[config.mk]
export PLATFORM = sky130hd
export DESIGN_NAME = yrv_boot_loader_ctl
export DESIGN_NICKNAME = d
export VERILOG_FILES = /design/src/rtl/yrv_boot_loader_ctl.sv
export SDC_FILE = /design/constraint.sdc
export NUM_CORES = 1
export LEC_CHECK = 0
export ABC_AREA = 1
export CORE_ASPECT_RATIO = 1.25
export CORE_MARGIN = 10
export CORE_UTILIZATION = 50
export CTS_CLUSTER_SIZE = 14
export DETAILED_ROUTE_END_ITERATION = 8
export HOLD_SLACK_MARGIN = 0.12
export PLACE_DENSITY = 0.85
export SETUP_SLACK_MARGIN = 0.05
export SKIP_LAST_GASP = 1
export SLEW_MARGIN = 20
export SYNTH_ARGS = -nofsm -noshare
export SYNTH_HDL_FRONTEND = slang
export SYNTH_SLANG_ARGS = --single-unit
[constraint.sdc]
create_clock -name clk -period 1.64 [get_ports clk]
set_input_delay 0.328 -clock clk [delete_from_list [all_inputs] [get_ports clk]]
set_output_delay 0.328 -clock clk [all_outputs]
set_load 0.1 [all_outputs]
[src/rtl/yrv_boot_loader_ctl.sv]
// yrv_boot_loader_ctl: loads little-endian words from the aux UART into memory, holding the CPU in reset until the stream idles out.
module yrv_boot_loader_ctl #(
    parameter int ADDR_W       = 12,
    parameter int IDLE_TIMEOUT = 50000
) (
    input  logic              clk,
    input  logic              reset,
    input  logic              boot_en,
    input  logic              rx_valid,
    input  logic [7:0]        rx_data,
    output logic              mem_wr_req,
    output logic [ADDR_W-1:0] mem_wr_addr,
    output logic [31:0]       mem_wr_data,
    input  logic              mem_wr_ack,
    output logic              cpu_hold,
    output logic              boot_done,
    output logic [ADDR_W:0]   word_count,
    output logic              err_overrun,
    output logic              err_partial,
    output logic              err_overflow
);
    localparam int IW = $clog2(IDLE_TIMEOUT + 1);
    localparam logic [IW-1:0] IDLE_MAX = IW'(IDLE_TIMEOUT - 1);

    typedef enum logic [1:0] {IDLE, WAIT_FIRST, LOAD, DONE} state_t;

    state_t            state_q, state_d;
    logic [1:0]        byte_cnt_q, byte_cnt_d;
    logic [31:0]       shift_q, shift_d;
    logic [IW-1:0]     idle_q, idle_d;
    logic              req_q, req_d;
    logic [ADDR_W-1:0] addr_q, addr_d;
    logic [31:0]       data_q, data_d;
    logic [ADDR_W:0]   count_q, count_d;
    logic              ovr_q, ovr_d, par_q, par_d, ofl_q, ofl_d;
    logic              take, word_done, full, timeout, issue;

    always_ff @(posedge clk) begin
        if (reset) begin
            state_q    <= IDLE;
            byte_cnt_q <= '0;
            shift_q    <= '0;
            idle_q     <= '0;
            req_q      <= 1'b0;
            addr_q     <= '0;
            data_q     <= '0;
            count_q    <= '0;
            ovr_q      <= 1'b0;
            par_q      <= 1'b0;
            ofl_q      <= 1'b0;
        end else begin
            state_q    <= state_d;
            byte_cnt_q <= byte_cnt_d;
            shift_q    <= shift_d;
            idle_q     <= idle_d;
            req_q      <= req_d;
            addr_q     <= addr_d;
            data_q     <= data_d;
            count_q    <= count_d;
            ovr_q      <= ovr_d;
            par_q      <= par_d;
            ofl_q      <= ofl_d;
        end
    end

    always_comb begin
        take    = rx_valid && (state_q == WAIT_FIRST || state_q == LOAD);
        timeout = state_q == LOAD && !rx_valid && idle_q == IDLE_MAX;
        state_d = state_q;
        case (state_q)
            IDLE:       state_d = boot_en ? WAIT_FIRST : DONE;
            WAIT_FIRST: state_d = rx_valid ? LOAD : WAIT_FIRST;
            LOAD:       state_d = (timeout && !req_q) ? DONE : LOAD;
            default:    state_d = DONE;
        endcase
    end

    // Any write still requested (even one acked this cycle) blocks a new word.
    always_comb begin
        word_done  = take && byte_cnt_q == 2'd3;
        full       = count_q[ADDR_W];
        issue      = word_done && !req_q && !full;
        byte_cnt_d = take ? byte_cnt_q + 2'd1 : byte_cnt_q;
        shift_d    = shift_q;
        if (take)
            shift_d[8*byte_cnt_q +: 8] = rx_data;
        idle_d     = (state_q == LOAD && !rx_valid) ? (timeout ? idle_q : idle_q + IW'(1)) : '0;
        req_d      = issue || (req_q && !mem_wr_ack);
        addr_d     = issue ? count_q[ADDR_W-1:0] : addr_q;
        data_d     = issue ? {rx_data, shift_q[23:0]} : data_q;
        count_d    = (req_q && mem_wr_ack && !full) ? count_q + (ADDR_W+1)'(1) : count_q;
        ovr_d      = ovr_q || (word_done && req_q);
        ofl_d      = ofl_q || (word_done && !req_q && full);
        par_d      = par_q || (timeout && !req_q && byte_cnt_q != 2'd0);
    end

    always_comb begin
        cpu_hold  = state_q != DONE;
        boot_done = state_q == DONE;
    end

    assign mem_wr_req   = req_q;
    assign mem_wr_addr  = addr_q;
    assign mem_wr_data  = data_q;
    assign word_count   = count_q;
    assign err_overrun  = ovr_q;
    assign err_partial  = par_q;
    assign err_overflow = ofl_q;
endmodule

Word level (Yosys, flattened, before mapping)
Index checks and enable logic that the tools add are counted.
Widths: inputs -> output; s select.
- register bits after elaboration: 113
- latch bits: 0
- RAM bits: 0
- ROM bits: 0
- output and inout port bits: 63
- memories: 0
- $add $sub $neg: 4
- multipliers: 0
- divide/modulo/power cells: 0
- $lt $le $gt $ge: 0
- eq/ne operators: 6
- shift operators: 2
- muxes and demuxes: 5
- bitwise operators: 1
- reduce and logical (&&, ||, !) cells: 25
- operators by type and width (cell ; number):
    $neg 5->34 ; 1
    $shift 8x34->32 const A ; 1
    $shiftx 8x34->32 ; 1
    $bwmux 32 ; 1
    $add 16x1->16 const B ; 1
    $eq 16x16->1 const B ; 1
    $add 13x1->13 const B ; 1
    $logic_and 1x1->1 ; 13
    $eq 2x2->1 const B ; 3
    $pmux 2 s3 ; 1
    $logic_or 1x1->1 ; 5
    $logic_not 1->1 ; 4
    $mux 2 ; 2
    $add 2x1->2 const B ; 1
    $eq 2x1->1 const B ; 1
    $logic_not 2->1 ; 1
    $ne 2x2->1 const B ; 1
    $reduce_bool 2->1 ; 1
    $reduce_or 2->1 ; 1
    $mux 1 ; 1
    $not 1->1 ; 1

Longest topological paths before layout
Gate-level depths: netlist of the first run.
- depth after elaboration: 7
- gate-level depth with buffers: 10
- mapped depth without buffers: 10

Worst setup path after synthesis of the first run
No wires, ideal clock.
- path kind: register -> output
- start: reg state_q[0]
- end: out cpu_hold
- arrival: 1.874 ns
- setup slack: -0.562 ns
- stages on the path, launching flop included: 3
- path buffers: 0
- path through: dfxtp_1 > ha_1 > inv_1
- word-level cells in the longest chain between the ends: 1
- RTL lines (element ; line ; text):
    start, declared ; 27 ; state_t state_q, state_d;
    start signal, assigned ; 52 ; state_q <= state_d;
    $ne 2x2->1 ; 98 ; cpu_hold = state_q != DONE;
    end, declared ; 15 ; output logic cpu_hold,
Every way passes these cells.

Final worst setup path of the first run
- start: reg state_q[0]
- end: reg data_q[7] (netlist: mem_wr_data[7])
- word-level cells in the longest chain between the ends: 6
- RTL lines (element ; line ; text):
    $eq 2x1->1 / $eq 2x2->1 (equally long branches) ; 67 ; take = rx_valid && (state_q == WAIT_FIRST || state_q == LOAD);
    $logic_or 1x1->1 (*) ; 67 ;
    $logic_and 1x1->1 (*) ; 67 ;
    $logic_and 1x1->1 (*) ; 80 ; word_done = take && byte_cnt_q == 2'd3;
    $logic_and 1x1->1 (*) (2 in series) ; 82 ; issue = word_done && !req_q && !full;
    end signal, assigned ; 58 ; data_q <= data_d;
    end, declared ; 33 ; logic [31:0] data_q, data_d;
Every way passes the cells marked *; elsewhere a longest branch is shown, timed or not.
A chain may end at the register's enable or synchronous reset.

==> impl.org, run 1 <==
** Outcome
- The run finished, with violations left.
- Failing checks :: setup timing

** Clock tree
- The H-tree generated during clock tree synthesis spans 3 levels.
- Latest clock arrival within the worst-skew pair :: 0.39 ns
- In this run the clock root is driven by a sky130_fd_sc_hd__clkbuf_8.
- Num Clock Sinks :: 105
- Clock-pin transition on the worst setup and hold timing paths :: between 0.1 and 0.15 ns
- In this run the deepest clock path goes through 2 buffers.
- For this design, the CTS-stage hold fixing added 0 buffers.
- Clock tree from TritonCTS :: built
- CTS Buf Count :: 9

** STA
- Worst slew slack as a fraction of its limit :: 76.1%
- Fraction of the cycle the final worst path needs :: 105%
- Setup repair after global routing could not meet its margin everywhere.
- Setup violations remaining at the end of the flow were counted as 4.
- Shortest clock period the worst path allows after layout :: 1.73 ns
- Static timing analysis puts the maximum clock frequency at 0.578 GHz.
- Hold timing on the final database bottoms out at a slack of 0.475 ns.
- Final hold violation count :: 0
- On the final layout, the worst clock skew is 0.0157 ns.
- For the pin with the worst max-slew slack, the measured transition is 0.359 ns.
- The number of slew-limit violations in the final report came to 0.
- Setup ws final :: -0.0890 ns

** Final layout
- Non-filler instance count after layout :: 803
- Relative to the synthesized area, the layout overhead comes to 51.3%.
- Fin nets :: around 700
- The number of antenna diodes in the final layout is 0.
- Fraction of layout instances using a drive strength above 1 :: 27.2%
- Fillers :: approximately 470

** Min path
- Startpoint of the most critical hold path :: shift_q[11]$_SDFFE_PP0P_
- The path class of the tightest hold or removal check is flop to flop.

** Placement
- Placed wire-length estimate :: 8810 um
- The count of buffers added on input and output ports is 75.
- Post-Place Worst Slack :: -0.230 ns
- Placed Cells incl. Taps :: 772
- Global placement routability congestion :: 0.855

** Worst setup path
- The worst setup path is launched from a flop.
- Among all stages on the critical path, the largest delay is contributed by sky130_fd_sc_hd__dfxtp_2.
- Critical Path Start :: state_q[0]$_SDFF_PP0_
- The startpoint identified for the worst register-to-register timing path is state_q[0]$_SDFF_PP0_.
- On the worst path, the slowest cell contributes a delay of 0.37 ns.
- The number of buffers and inverters on the critical path is 4.
- The worst setup path is captured at a flop.
- Along the worst path, the maximum fanout reaches 5.
- The most numerous cell type found on the critical path is sky130_fd_sc_hd__nor2_1.
- Among cell families on the critical path, the largest total delay comes from simple AND/OR/NAND/NOR gates.
- Critical path class :: flop to flop
- For the worst setup path, the data required time is between 1.5 and 2 ns.
- Arrival time of the worst setup path :: roughly 2.0 ns
- Crit path cell chain :: inv_2 -> ha_4 -> nand2_4 -> nor2_4 -> nand3_4 -> inv_6 -> buf_8 -> buf_16 -> nor2_1 -> nor2_1

** Floorplanning
- The floorplan step defined a die boundary enclosing 12900 um2.
- Die extent in x :: just over 100 um
- In this run the count of I/O pins placed on the die edge is 76.
- Chip Height :: 124 um
- In this run the standard cell core region covers 8610 um2.
- The initial utilization of the core area, before any placement, comes to 50.6%.
- Rows :: 38

** Routing
- Number of antenna-violating nets in the routed design :: 0
- Routed wire length :: roughly 14000 um
- Using the TritonRoute via totals, the vias-per-cell ratio works out to 5.61.
- Before antenna repair, the detailed router went through 6 iterations.
- Vias :: 4504
- Number of remaining DRC errors :: 0
- Average wire per standard cell :: 17.7 um
- The first routing iteration left about 420 violations.

** Synth
- By area the synthesized netlist is led by sky130_fd_sc_hd__dfxtp_1 48%, sky130_fd_sc_hd__nor2_1 9.0%, sky130_fd_sc_hd__o21ai_0 6.9%.
- In the synthesized netlist, the number of instances is 572.
- Ys Warns :: 0
- After synthesis, the mean cell area works out to 7.62 um2.
- Main synth FF type :: sky130_fd_sc_hd__dfxtp_1
- Area share of the largest cell type after synthesis :: between 40 and 50%
- Synth unique cells :: 30
- By area, the combinational part of the netlist is dominated by simple AND/OR/NAND/NOR gates.
- The biggest area contributor in the post-synthesis netlist is sky130_fd_sc_hd__dfxtp_1.
- The synthesized design contains 0 enable-type register cells.
- Adder and majority gate portion of the synthesized area :: between 2 and 3%
- Syn Nets :: just under 600
- Synth Register Bits :: 105
- After synthesis the cells add up to 4360 um2.
- Share of cell area taken by muxes after synthesis :: 0%
- Counting flops with an async set or reset pin after synthesis yields a share of 0%.
- Summing the areas of all compound-gate instances in the mapped netlist gives 14.8% of the synthesized area.
- Summing the sequential cell areas from Yosys gives 48.2% of the chip area.
- The synthesized netlist devotes 25.1% of its cell area to simple gates.
- Of the total synthesized cell area, the portion taken by XOR and XNOR cells is 0.804%.

** Global routing
- Initial antenna violation count :: 0
- The number of global-route vias before repair came to between 4000 and 5000.
- Global-route usage over all layers :: 18.8%
- Global route overflow :: 0
- Wire length of the first global-routing pass :: 20300 um
- Entering global routing, the biggest net connects between 50 and 60 pins.

** Job
- MaxCap Viol Count :: 0

** Power
- The worst-case IR drop observed on VDD is 516 uV.
- Pwr dens :: 814 nW/um2
- Leakage power :: 2.50 nW
- Total power after layout :: around 5.4 mW
## cell type report
type                            instances  area, um2  area share, %
Tap cell                              120        150           2.28
Timing Repair Buffer                  117       1840           27.9
Sequential cell                       105       2130           32.3
Multi-Input combinational cell        387       2050           31.0
Clock inverter                          6       56.3          0.854
Clock buffer                           10        149           2.26
Inverter                               58        225           3.42
## cells in the mapped netlist, types with 3 or more instances
library cell and number:
sky130_fd_sc_hd__dfxtp_1 105, sky130_fd_sc_hd__nor3_1 7, sky130_fd_sc_hd__nor2_2 3, sky130_fd_sc_hd__a211oi_1 6
sky130_fd_sc_hd__nand3b_1 3, sky130_fd_sc_hd__o21ai_0 60, sky130_fd_sc_hd__or3_1 16, sky130_fd_sc_hd__nand4_1 10
sky130_fd_sc_hd__clkbuf_1 10, sky130_fd_sc_hd__buf_6 6, sky130_fd_sc_hd__nand2_4 3, sky130_fd_sc_hd__inv_1 54
sky130_fd_sc_hd__nand2_1 76, sky130_fd_sc_hd__a21oi_1 57, sky130_fd_sc_hd__nor2_1 105, sky130_fd_sc_hd__nand3_1 21
sky130_fd_sc_hd__ha_1 10
## path summary, 6_finish.rpt
path | depth (start not counted) | end | slack, ns
max | 10 | mem_wr_data[7]$_SDFFE_PP0P_ | -0.09
min | 2 | shift_q[11]$_SDFFE_PP0P_ | 0.47
max reg2reg | 10 | mem_wr_data[7]$_SDFFE_PP0P_ | -0.09
min reg2reg | 2 | shift_q[11]$_SDFFE_PP0P_ | 0.47
## worst reg2reg max path: cells and delay by family, from the launching register on
| family | cells | cell delay [ns] |
|---|---|---|
| fa+ha+maj | 1 | 0.27 |
| buf+inv | 4 | 0.44 |
| flops | 1 | 0.37 |
| simple gates | 5 | 0.60 |
## registers in the layout (all words and copies together) (netlist names)
register,cells
byte_cnt_q,2
err_overflow,1
err_overrun,1
err_partial,1
idle_q,16
mem_wr_addr,12
mem_wr_data,32
mem_wr_req,1
shift_q,24
state_q,2
word_count,13
## report_power, final
group          internal [mW]  switching [mW]  total [mW]
Sequential              2.62          0.0557        2.67
Combinational          0.392           0.645        1.04
Clock                  0.677           0.982        1.66
## layout by cell type (no fill, tap or decap), types with 4 or more instances in the layout
cell type and instances:
sky130_fd_sc_hd__dfxtp_2 12, sky130_fd_sc_hd__clkdlybuf4s50_1 12, sky130_fd_sc_hd__buf_12 67, sky130_fd_sc_hd__a21oi_2 6
sky130_fd_sc_hd__nand4_1 10, sky130_fd_sc_hd__dfxtp_1 90, sky130_fd_sc_hd__nor2_1 88, sky130_fd_sc_hd__o21ai_0 56
sky130_fd_sc_hd__nor3_1 6, sky130_fd_sc_hd__a211oi_1 5, sky130_fd_sc_hd__buf_4 30, sky130_fd_sc_hd__o21ai_1 4
sky130_fd_sc_hd__nand3_1 21, sky130_fd_sc_hd__nand2_1 73, sky130_fd_sc_hd__nor2_2 16, sky130_fd_sc_hd__or3_1 16
sky130_fd_sc_hd__inv_1 49, sky130_fd_sc_hd__ha_1 7, sky130_fd_sc_hd__clkbuf_16 4, sky130_fd_sc_hd__inv_2 6
sky130_fd_sc_hd__a21oi_1 51, sky130_fd_sc_hd__clkbuf_8 9, sky130_fd_sc_hd__nor2_4 5
## cells by family after synthesis
| family | Yosys count |
|---|---|
| flops | 105 |
| buf+inv | 80 |
| xor+xnor | 4 |
| simple gates | 248 |
| fa+ha+maj | 10 |
| compound gates | 125 |
## routing by layer
layer  vias to the layer above  routed length, um  global-route usage, %  share of wire, %
li1                       2069                  -                      -                 -
met1                      2135               5040                   19.5                35
met2                       245               7580                   33.7                53
met3                        55               1010                   5.54               7.1
met4                         0                580                   8.82               4.1
met5                         -                  0                      0                 0
## through the flow
stage                     setup TNS (ns)  util, %  instance area (um2)
after detailed placement           -6.88     69.9                 6020
final                             -0.156     76.6                 6590
after global placement             -2.45     69.9                 6020
after global routing               -2.29     76.6                 6590
after CTS                              0     73.3                 6300
after floorplan                   -0.119        -                 4380
## what timing repair did
item	4_1_cts	5_1_grt
hold endpoints to repair	0	0
setup buffers	3	6
setup endpoints to repair	55	83
gates cloned	1	5
pin swaps	0	27
gates resized for setup	9	45
Note: power is estimated with default switching activity, not from simulation.
==> run 2: changes to the inputs <==
- SLEW_MARGIN: 20 -> 10
==> results of run 2 <==
No change in the layout: final DEF, timing and power equal those of run 1.
==> run 3: changes to the inputs <==
- TNS_END_PERCENT: default -> 5
==> impl.org, run 3 (synthesis gave the netlist of run 1 again) <==
** Outcome
- Run status: finished with violations (unchanged).
- Failing checks: setup timing (unchanged).

** Clock tree
- Buffer depth of the longest clock path :: 2 (unchanged)
- Latest clock arrival within the worst-skew pair :: 0.38 ns (was 0.39 ns)
- The CTS tree is built (unchanged).
- The number of buffers inserted for hold repair after clock tree synthesis is 0 (unchanged).
- The H-tree level count came to 3 (unchanged).
- CTS root buf :: sky130_fd_sc_hd__clkbuf_8 (unchanged)
- Clock-pin transition on the worst setup and hold timing paths :: 0.11 ns (about the same)
- Num Clock Sinks :: 105 (unchanged)
- CTS Buf Count :: 9 (unchanged)

** Floorplanning
- The die extent in x was 104 um (unchanged).
- The vertical die dimension is 124 um (unchanged).
- Initial cell density of the core :: 50.6% (unchanged)
- Number of top-level pins :: 76 (unchanged)
- The core footprint was 8610 um2 (unchanged).
- Rows :: 38 (unchanged)
- The die footprint was 12900 um2 (unchanged).

** STA
- Setup ws final :: -0.0365 ns (was -0.0890 ns)
- Final TNS setup :: -0.0774 ns (was -0.156 ns)
- The highest clock rate is 0.596 GHz (was 0.578 GHz).
- Fraction of the cycle the final worst path needs :: 102% (was 105%)
- Final Slew Violations :: 0 (unchanged)
- Setup repair after global routing missed its margin :: yes (unchanged)
- Final hold violation count :: 0 (unchanged)
- The number of setup violations in the final report was 3 (was 4).
- The worst clock skew was 0.0142 ns (was 0.0157 ns).
- The clock period minus worst slack came to 1.68 ns (was 1.73 ns).
- The transition at the pin with the smallest max-transition slack is 0.330 ns (was 0.359 ns).
- Hold WS :: 0.472 ns (was 0.475 ns)
- The worst slew slack as a fraction of its limit is 78.0% (was 76.1%).

** Worst setup path
- The library cell contributing the largest single delay on the critical path was sky130_fd_sc_hd__dfxtp_2 (unchanged).
- Arrival time of the worst setup path :: 1.97 ns (was 2.04 ns)
- Critical path class :: flop to flop (unchanged)
- The endpoint type of the worst setup path is a flop (unchanged).
- The highest fanout seen on the critical path is 10 (was 5).
- CP Data Required Time :: 1.94 ns (was 1.95 ns)
- Crit path cell chain :: inv_1 -> ha_4 -> nand2_4 -> nor2_4 -> nand3_4 -> clkinv_4 -> buf_12 -> o21ai_1 -> a21oi_1 (was inv_2 -> ha_4 -> nand2_4 -> nor2_4 -> nand3_4 -> inv_6 -> buf_8 -> buf_16 -> nor2_1 -> nor2_1)
- Highest cell delay on the worst timing path :: 0.33 ns (was 0.37 ns)
- The sort of element at the start of the critical path is a flop (unchanged).

** Routing
- The count of routing violations after the opening detailed-route iteration was 326 (was 415).
- The via density per instance is 5.51 (was 5.61).
- The remaining antenna violation count came to 0 (unchanged).
- Average wire per standard cell :: 16.6 um (was 17.7 um)
- Routed wire length :: 13200 um (was 14200 um)
- Vias :: 4382 (was 4504)
- Pre-antenna DRT Iters :: 5 (was 6)
- The remaining design rule violation count was 0 (unchanged).

** Final layout
- The antenna diode count is 0 (unchanged).
- Most frequent standard cell in the layout excluding fill and tap cells :: sky130_fd_sc_hd__nor2_1 (was sky130_fd_sc_hd__dfxtp_1)
- Post-layout utilization of the core :: 74.5% (was 76.6%)
- Synth-to-Final Area Change :: 47.1% (was 51.3%)
- The flip-flop count of the largest register after layout came to 32 (unchanged).
- Non-filler instance count after layout :: 796 (was 803)
- Highest-count cells in the layout ignoring fill and taps :: 102 x sky130_fd_sc_hd__nor2_1, 90 x sky130_fd_sc_hd__dfxtp_1, 74 x sky130_fd_sc_hd__nand2_1 (was 90 x sky130_fd_sc_hd__dfxtp_1, 88 x sky130_fd_sc_hd__nor2_1, 73 x sky130_fd_sc_hd__nand2_1)
- Fraction of layout instances using a drive strength above 1 :: 22.9% (was 27.2%)
- The cell area after layout came to 6410 um2 (was 6590 um2).
- Fin nets :: 694 (was 701)

** Global routing
- Global-route usage over all layers :: 18.9% (was 18.8%)
- The total congestion overflow came to 0 (unchanged).
- Wire length of the first global-routing pass :: 20400 um (was 20300 um)
- Maximum number of pins on one net before global-route repair :: 55 (unchanged)
- The number of global-route vias before repair came to 4265 (was 4268).
- The initial antenna violation count was 0 (unchanged).

** Placement
- The total placed instance area is 6020 um2 (unchanged).
- The number of port buffers was 75 (unchanged).
- Global placement routability congestion :: 0.855 (unchanged)
- Placed Cells incl. Taps :: 772 (unchanged)
- Placed wire-length estimate :: 8810 um (unchanged)

** Job
- MaxCap Viol Count :: 0 (unchanged)

** Power
- The power per cell area was 826 nW/um2 (was 814 nW/um2).
- The leakage power total was 2.42 nW (was 2.50 nW).
- The peak supply drop came to 525 uV (was 516 uV).

** Min path
- Path class of the lowest-slack min-delay path :: flop to flop (unchanged)
## run 3: cell types whose count changed in the layout (fill, tap and decap cells not counted), moves of 4 or more
cell | before | now
sky130_fd_sc_hd__nor2_4 | 5 | 1
sky130_fd_sc_hd__a21oi_2 | 6 | 0
sky130_fd_sc_hd__nor2_1 | 88 | 102
sky130_fd_sc_hd__a21oi_1 | 51 | 57
sky130_fd_sc_hd__nor2_2 | 16 | 6
sky130_fd_sc_hd__buf_4 | 30 | 26
## run 3: worst paths after layout
check / start / to / slack (ns) / depth (start not counted)
max: state_q[1]$_SDFF_PP0_ / mem_wr_addr[5]$_SDFFE_PP0P_ / -0.04 / 9
min: shift_q[7]$_SDFFE_PP0P_ / shift_q[7]$_SDFFE_PP0P_ / 0.47 / 2
min reg2reg: shift_q[7]$_SDFFE_PP0P_ / shift_q[7]$_SDFFE_PP0P_ / 0.47 / 2
max reg2reg: state_q[1]$_SDFF_PP0_ / mem_wr_addr[5]$_SDFFE_PP0P_ / -0.04 / 9
## run 3: repair_timing
action,4_1_cts,5_1_grt
gates cloned,1,2
setup endpoints to repair,55,88
pin swaps,0,2
resized for setup,8,17
setup buffers,1,4
## run 3: critical path: cells and delay by family, from the launching register on
kind	cells	cell delay, ns
flops	1	0.33
buf+inv	3	0.31
fa+ha+maj	1	0.28
compound gates	2	0.31
simple gates	3	0.36
## run 3: power by group
part	total (mW)	internal (mW)	switching, mW
logic	0.971	0.361	0.610
registers	2.67	2.62	0.0515
clock network	1.66	0.677	0.978
## run 3: final cells by class
| cell class | count | area, um2 |
|---|---|---|
| Clock buffer | 10 | 149 |
| Sequential cell | 105 | 2130 |
| Fill cell | 513 | 2190 |
| Tap cell | 120 | 150 |
| Multi-Input combinational cell | 387 | 1950 |
| Clock inverter | 6 | 56.3 |
| Timing Repair Buffer | 110 | 1760 |
| Inverter | 58 | 225 |
## run 3: per-stage QoR
step | power, mW | worst slack [ns]
3_5_place_dp | 3.58 | -0.230
3_3_place_gp | 3.54 | -0.0960
5_1_grt | 5.48 | -0.0733
2_1_floorplan | 3.26 | -0.119
4_1_cts | 5.19 | -0.0144
6_report | 5.30 | -0.0365
## run 3: per-layer routing
| metal | global-route usage, % | up-vias | share of wire (%) |
|---|---|---|---|
| met4 | 9.90 | 0 | 3.9 |
| met5 | 0 | - | 0 |
| li1 | - | 2062 | - |
| met1 | 19.5 | 2056 | 36 |
| met2 | 33.7 | 211 | 52 |
| met3 | 5.54 | 53 | 7.2 |
